$ cat src/rtl/commit_trace_buffer.sv
// Post-commit debug trace buffer: circular capture of the ROB commit stream with a
// PC-match trigger, post-trigger window, freeze and oldest-first readout.
module commit_trace_buffer #(
    parameter int DEPTH     = 16,
    parameter int TRIG_POST = 8
) (
    input  logic                     clk,
    input  logic                     rst,
    input  logic                     commit_valid,
    input  logic [31:0]              commit_pc,
    input  logic [31:0]              commit_instr,
    input  logic [4:0]               commit_rd,
    input  logic [31:0]              commit_rd_wdata,
    input  logic                     flush_in_prog,
    input  logic                     trig_en,
    input  logic [31:0]              trig_pc,
    input  logic                     clear,
    input  logic                     rd_req,
    output logic                     rd_ack,
    output logic [31:0]              rd_pc,
    output logic [31:0]              rd_instr,
    output logic [31:0]              rd_wdata,
    output logic [4:0]               rd_rd,
    output logic [1:0]               state,
    output logic [$clog2(DEPTH):0]   count,
    output logic [31:0]              commit_total,
    output logic [15:0]              dropped
);
    localparam int PW = $clog2(DEPTH);
    localparam int CW = PW + 1;
    localparam int EW = 101;

    typedef enum logic [1:0] {
        S_CAPTURE = 2'b00,
        S_POST    = 2'b01,
        S_FROZEN  = 2'b10
    } state_t;

    state_t          r_state;
    state_t          w_next_state;
    logic [EW-1:0]   r_mem [DEPTH];
    logic [PW-1:0]   r_wr_ptr;
    logic [PW-1:0]   r_rd_ptr;
    logic [CW-1:0]   r_count;
    logic [7:0]      r_post_cnt;
    logic [31:0]     r_commit_total;
    logic [15:0]     r_dropped;
    logic            r_rd_ack;
    logic [31:0]     r_rd_pc;
    logic [31:0]     r_rd_instr;
    logic [31:0]     r_rd_wdata;
    logic [4:0]      r_rd_rd;

    logic            w_qual;
    logic            w_trig;
    logic            w_full;
    logic            w_capture_en;
    logic            w_frozen;
    logic            w_write;
    logic            w_rd;
    logic [EW-1:0]   w_rd_entry;

    assign w_qual     = commit_valid && !flush_in_prog;
    assign w_full     = (r_count == CW'(DEPTH));
    assign w_trig     = w_qual && (r_state == S_CAPTURE) && trig_en && (commit_pc == trig_pc);
    assign w_write    = w_qual && w_capture_en && !clear;
    assign w_rd       = rd_req && w_frozen && (r_count != '0) && !clear;
    assign w_rd_entry = r_mem[r_rd_ptr];

    always_ff @(posedge clk) begin
        if (!rst) begin
            r_state <= S_CAPTURE;
        end else begin
            r_state <= w_next_state;
        end
    end

    always_comb begin
        w_next_state = r_state;
        if (clear) begin
            w_next_state = S_CAPTURE;
        end else begin
            case (r_state)
                S_CAPTURE: if (w_trig) w_next_state = (TRIG_POST == 0) ? S_FROZEN : S_POST;
                S_POST:    if (w_qual && r_post_cnt == 8'd1) w_next_state = S_FROZEN;
                S_FROZEN:  w_next_state = S_FROZEN;
                default:   w_next_state = S_CAPTURE;
            endcase
        end
    end

    always_comb begin
        w_capture_en = 1'b0;
        w_frozen     = 1'b0;
        case (r_state)
            S_CAPTURE, S_POST: w_capture_en = 1'b1;
            S_FROZEN:          w_frozen     = 1'b1;
            default:           w_capture_en = 1'b0;
        endcase
    end

    // Trace storage is deliberately left out of reset so a post-mortem dump survives.
    always_ff @(posedge clk) begin
        if (w_write) begin
            r_mem[r_wr_ptr] <= {commit_pc, commit_instr, commit_rd, commit_rd_wdata};
        end
    end

    always_ff @(posedge clk) begin
        if (!rst) begin
            r_wr_ptr       <= '0;
            r_rd_ptr       <= '0;
            r_count        <= '0;
            r_post_cnt     <= '0;
            r_commit_total <= '0;
            r_dropped      <= '0;
            r_rd_ack       <= 1'b0;
            r_rd_pc        <= '0;
            r_rd_instr     <= '0;
            r_rd_wdata     <= '0;
            r_rd_rd        <= '0;
        end else if (clear) begin
            r_wr_ptr       <= '0;
            r_rd_ptr       <= '0;
            r_count        <= '0;
            r_post_cnt     <= '0;
            r_commit_total <= '0;
            r_dropped      <= '0;
            r_rd_ack       <= 1'b0;
        end else begin
            r_rd_ack <= w_rd;
            if (w_qual) begin
                r_commit_total <= r_commit_total + 32'd1;
            end
            if (w_qual && w_frozen && r_dropped != 16'hFFFF) begin
                r_dropped <= r_dropped + 16'd1;
            end
            if (w_trig) begin
                r_post_cnt <= 8'(TRIG_POST);
            end else if (r_state == S_POST && w_qual) begin
                r_post_cnt <= r_post_cnt - 8'd1;
            end
            // Writes and reads are mutually exclusive: writes never happen while frozen.
            if (w_write) begin
                r_wr_ptr <= r_wr_ptr + PW'(1);
                if (w_full) begin
                    r_rd_ptr <= r_rd_ptr + PW'(1);
                end else begin
                    r_count <= r_count + CW'(1);
                end
            end
            if (w_rd) begin
                r_rd_pc    <= w_rd_entry[100:69];
                r_rd_instr <= w_rd_entry[68:37];
                r_rd_rd    <= w_rd_entry[36:32];
                r_rd_wdata <= w_rd_entry[31:0];
                r_rd_ptr   <= r_rd_ptr + PW'(1);
                r_count    <= r_count - CW'(1);
            end
        end
    end

    assign state        = r_state;
    assign count        = r_count;
    assign commit_total = r_commit_total;
    assign dropped      = r_dropped;
    assign rd_ack       = r_rd_ack;
    assign rd_pc        = r_rd_pc;
    assign rd_instr     = r_rd_instr;
    assign rd_wdata     = r_rd_wdata;
    assign rd_rd        = r_rd_rd;

endmodule

$ cat config.mk
export PLATFORM = sky130hd
export DESIGN_NAME = commit_trace_buffer
export DESIGN_NICKNAME = d
export VERILOG_FILES = /design/src/rtl/commit_trace_buffer.sv
export SDC_FILE = /design/constraint.sdc
export NUM_CORES = 2
export LEC_CHECK = 0
export CAP_MARGIN = 10
export CORE_MARGIN = 10
export CORE_UTILIZATION = 63
export CTS_CLUSTER_DIAMETER = 100
export DETAILED_ROUTE_END_ITERATION = 12
export GPL_TIMING_DRIVEN = 0
export PLACE_DENSITY = 0.82
export SLEW_MARGIN = 20
export SYNTH_ARGS = -nofsm -noshare
export SYNTH_HDL_FRONTEND = slang
export SYNTH_SLANG_ARGS = --single-unit
$ cat constraint.sdc
create_clock -name clk -period 26.9 [get_ports clk]
set_input_delay 4.035 -clock clk [delete_from_list [all_inputs] [get_ports clk]]
set_output_delay 4.035 -clock clk [all_outputs]
set_load 0.01 [all_outputs]
==> results_tabular.tex <==
\begin{tabular}{lr}
\hline
Metric & Value \\
\hline
\multicolumn{2}{l}{\textbf{Power and ir drop}} \\
\quad Power Internal & $\sim$4400 uW \\
\quad Sw power & 1110 uW \\
\quad Switch share & roughly 20\% \\
\quad Post-layout power & $\sim$5500 uW \\
\quad Lkg Pwr & $\sim$0.025 uW \\
\quad IR Drop Worst-Case VDD & $\sim$0.063 mV \\
\quad Power density of the placed cells & between 60 and 70 nW/um2 \\
\quad Clock share of power & a little over two fifths \\
\quad Comb power frac & 1.7\% \\
\quad Part of the total power dissipated in sequential elements & around 55\% \\
\multicolumn{2}{l}{\textbf{Route}} \\
\quad Total via count in the routed design & 38000 \\
\quad Via/cell ratio & a little over 7 \\
\quad Remaining DRCs & 0 \\
\quad Sum of routed wire length over all layers & 200 mm \\
\quad Avg WL per Cell & roughly 37 um \\
\quad Antenna violation net count after detailed routing & 0 \\
\quad DRT iter0 DRCs & between 6000 and 7000 \\
\quad Length of the first detailed-routing pass in iterations & 8 \\
\multicolumn{2}{l}{\textbf{Clock tree}} \\
\quad Clock tree from TritonCTS & built \\
\quad CTS-repair resized insts & 0 \\
\quad Post-CTS Setup Inserts & 0 \\
\quad Clock transition at the registers of the reported paths & about 0.060 ns \\
\quad Total number of H-tree levels & 4 \\
\quad Buffer depth of the longest clock path & 3 \\
\quad Clock latency at the later pin of the worst-skew pair & slightly below 0.8 ns \\
\quad CTS Buf Count & between 150 and 200 \\
\quad Number of clock sinks & 1789 \\
\quad Hold\_buf cts & 0 \\
\quad Clock tree root buffer cell & sky130\_fd\_sc\_hd\_\_clkbuf\_16 \\
\multicolumn{2}{l}{\textbf{STA}} \\
\quad Achievable frequency & 0.132 GHz \\
\quad Tightest Pin Transition & between 1 and 1.5 ns \\
\quad Final Critical Period & 7.59 ns \\
\quad WHS & around 0.45 ns \\
\quad Sum of negative setup slack & 0 ns \\
\quad Maximum clock skew at final layout & about 0.034 ns \\
\quad Number of pins exceeding their max-slew limit in the final report & 0 \\
\quad Slack of the critical path & 19.31 ns \\
\quad Share of the clock period used by the worst path after layout & between 20\% and 30\% \\
\quad Setup Viol. Count Final & 0 \\
\quad Hold Violations, Final & 0 \\
\quad Max-slew headroom & $\sim$28\% \\
\quad Setup repair after global routing missed its margin & false \\
\multicolumn{2}{l}{\textbf{Synthesis}} \\
\quad Post-synth EDFFs & approximately 1600 \\
\quad Cell types occupying the most area after synthesis & sky130\_fd\_sc\_hd\_\_edfxtp\_1, sky130\_fd\_sc\_hd\_\_mux4\_2, sky130\_fd\_sc\_hd\_\_dfxtp\_1 \\
\quad Number of warning messages in the yosys log & 0 \\
\quad Most frequently used cell type in the post-synthesis netlist & sky130\_fd\_sc\_hd\_\_edfxtp\_1 \\
\quad Number of instances in the synthesized netlist & $\sim$3200 \\
\quad Number of nets in the synthesized netlist & roughly 3300 \\
\quad Average footprint of a synthesized cell & 21.7 um2 \\
\quad Library cell occupying the most area in the post-synthesis netlist & sky130\_fd\_sc\_hd\_\_edfxtp\_1 \\
\quad Sequential area share after synthesis & between 70\% and 80\% \\
\quad Primary flip-flop cell chosen by synthesis mapping & sky130\_fd\_sc\_hd\_\_edfxtp\_1 \\
\quad Synth cell types & roughly 50 \\
\quad Summed instance area of the synthesized netlist & 68300 um2 \\
\quad Proportion of register bits with asynchronous set or reset after synthesis & 0\% \\
\quad Register bit total from synthesis & between 1500 and 2000 \\
\quad Top cell type's share of synthesized area & a little under three quarters \\
\quad Leading cell types by count after synthesis & sky130\_fd\_sc\_hd\_\_edfxtp\_1, sky130\_fd\_sc\_hd\_\_mux4\_2, sky130\_fd\_sc\_hd\_\_nand2\_1 \\
\multicolumn{2}{l}{\textbf{Run status}} \\
\quad Outcome & finished, final reports clean \\
\multicolumn{2}{l}{\textbf{Die}} \\
\quad Die height & 349 um \\
\quad Core footprint & $\sim$110000 um2 \\
\quad Die width & about 350 um \\
\quad Starting density of the core & between 60\% and 70\% \\
\quad Row count & between 100 and 150 \\
\quad I/O pin total & roughly 300 \\
\quad DIE AREA & between 100000 and 150000 um2 \\
\multicolumn{2}{l}{\textbf{GRT}} \\
\quad GRT Overall Usage & 32.9\% \\
\quad Maximum number of pins on one net before global-route repair & 20 \\
\quad Number of global-route vias before repair & 38800 \\
\quad Antenna violations before repair & 32 \\
\quad Remaining Overflow, GRT & 0 \\
\quad Wire length of the first global-routing pass & approximately 280 mm \\
\multicolumn{2}{l}{\textbf{Cells and area}} \\
\quad Count of placed standard cells in the final layout, fillers left out & 5335 \\
\quad Net count of the finished layout & roughly 3900 \\
\quad Layout area overhead & 18.9\% \\
\quad Fraction of layout cells with a size suffix above 1 & approximately 25\% \\
\multicolumn{2}{l}{\textbf{Setup path}} \\
\quad Worst setup path category & in2reg \\
\quad Dominant cell type by count on the critical path & sky130\_fd\_sc\_hd\_\_buf\_4 \\
\quad Largest stage delay on the critical path & approximately 0.76 ns \\
\quad Reg2reg start & state[1] \\
\quad Largest fanout on the critical path & 7 \\
\quad Critical path data arrival time & approximately 8.1 ns \\
\quad Cell-by-cell trace of the critical path & clkdlybuf4s50\_1 -> nand2b\_2 -> nor3\_1 -> nand2\_1 -> nor3\_2 -> buf\_6 -> buf\_4 -> buf\_4 -> buf\_4 -> buf\_4 -> buf\_4 \\
\quad Setup crit start kind & input pin \\
\quad CP Data Required Time & 27.39 ns \\
\quad Critical path startpoint & flush\_in\_prog \\
\quad Capturing element type of the critical path & flop \\
\quad Crit-path slowest cell & sky130\_fd\_sc\_hd\_\_nor3\_2 \\
\multicolumn{2}{l}{\textbf{Worst hold path}} \\
\quad Worst hold path class & reg2reg \\
\quad Startpoint of the tightest hold check path & rd\_instr[21] \\
\multicolumn{2}{l}{\textbf{Placed design}} \\
\quad Final weighted congestion in routability-driven placement & 0.820 \\
\quad Worst slack at placement & approximately 19 ns \\
\quad Number of buffer cells added on primary ports & 296 \\
\quad Cells after DPL & 5002 \\
\quad Post-detail-place hpwl & approximately 120 mm \\
\multicolumn{2}{l}{\textbf{Flow run}} \\
\quad Number of violations of the max-capacitance limit & 0 \\
\hline
\end{tabular}
==> routing by layer <==
| layer | share of wire, % | GRT usage [%] | vias to the layer above |
|---|---|---|---|
| met5 | 0.084 | 0 | - |
| met1 | 32 | 40.1 | 19400 |
| met2 | 50 | 54.0 | 3468 |
| li1 | - | - | 14300 |
| met4 | 6.5 | 18.6 | 24 |
| met3 | 11 | 8.20 | 834 |
==> worst max-delay path: cells and delay by family <==
family	cells	cell delay (ns)
AND/OR/NAND/NOR	4	2.27
buffers and inverters	7	1.75
==> registers in the layout (all words and copies together), names as in the netlist <==
name,count
count,5
rd_rd,5
r_post_cnt,8
rd_pc,32
r_rd_ptr,4
r_wr_ptr,4
state,2
dropped,16
commit_total,32
rd_instr,32
rd_wdata,32
r_mem,1616
rd_ack,1
==> power by group through the flow <==
stage	Sequential, uW	Combinational [uW]	Clock, uW
global placement	3100	84.1	0
global route	3030	101	2490
floorplan	3090	22.4	0
finish	3030	96.5	2390
detailed placement	3090	91.9	0
CTS	3030	94.0	2390
==> logic make-up after synthesis <==
| group | count (synthesis) | share of synthesized area (%) |
|---|---|---|
| flip-flops | 1789 | 76.1 |
| adder cells (fa/ha/maj) | 13 | 0.238 |
| buffers and inverters | 177 | 1.49 |
| AO/OA/AOI/OAI | 143 | 1.55 |
| XOR/XNOR | 88 | 1.13 |
| AND/OR/NAND/NOR | 431 | 2.80 |
| multiplexers | 511 | 16.7 |
==> cells in the final DEF, fill, tap and decap left out, drive strengths merged, types with 6 or more instances in the layout <==
cell | netlist | routed
a21boi | 101 | 101
nor3 | 14 | 14
inv | 18 | 25
edfxtp | 1616 | 1616
nor4 | 18 | 18
clkinvlp | 0 | 6
clkbuf | 75 | 316
clkdlybuf4s50 | 0 | 296
diode | 0 | 20
xnor2 | 37 | 37
nand2 | 230 | 230
mux4 | 505 | 505
a21oi | 13 | 13
bufinv | 0 | 11
clkinv | 0 | 48
nor2 | 88 | 88
and3 | 7 | 7
o21ai | 8 | 8
dfxtp | 173 | 173
ha | 13 | 13
buf | 84 | 235
or3 | 8 | 8
nand4 | 16 | 16
xor2 | 51 | 51
nand3 | 23 | 23
==> cell type report <==
type                            count  area, um2
Antenna cell                       20       50.0
Buffer                            159        955
Clock buffer                      241       4780
Clock inverter                     72        679
Fill cell                        5092      26100
Inverter                           18       67.6
Multi-Input combinational cell   1186      15400
Sequential cell                  1789      52000
Tap cell                         1403       1760
Timing Repair Buffer              447       5540
==> through the flow <==
step,instance area [um2],utilization (%)
floorplan,68300,-
global placement,73100,68.1
detailed placement,75700,70.6
CTS,81200,75.7
global route,81300,75.7
finish,81300,75.7
==> final timing paths <==
path | cells after the start | slack, ns | end
max reg2reg | 12 | 22.66 | r_mem[0][30]
min | 2 | 0.45 | rd_instr[21]
max | 11 | 19.31 | r_mem[0][30]
min reg2reg | 2 | 0.45 | rd_instr[21]
No activity file was read; power rests on OpenSTA's default activity.
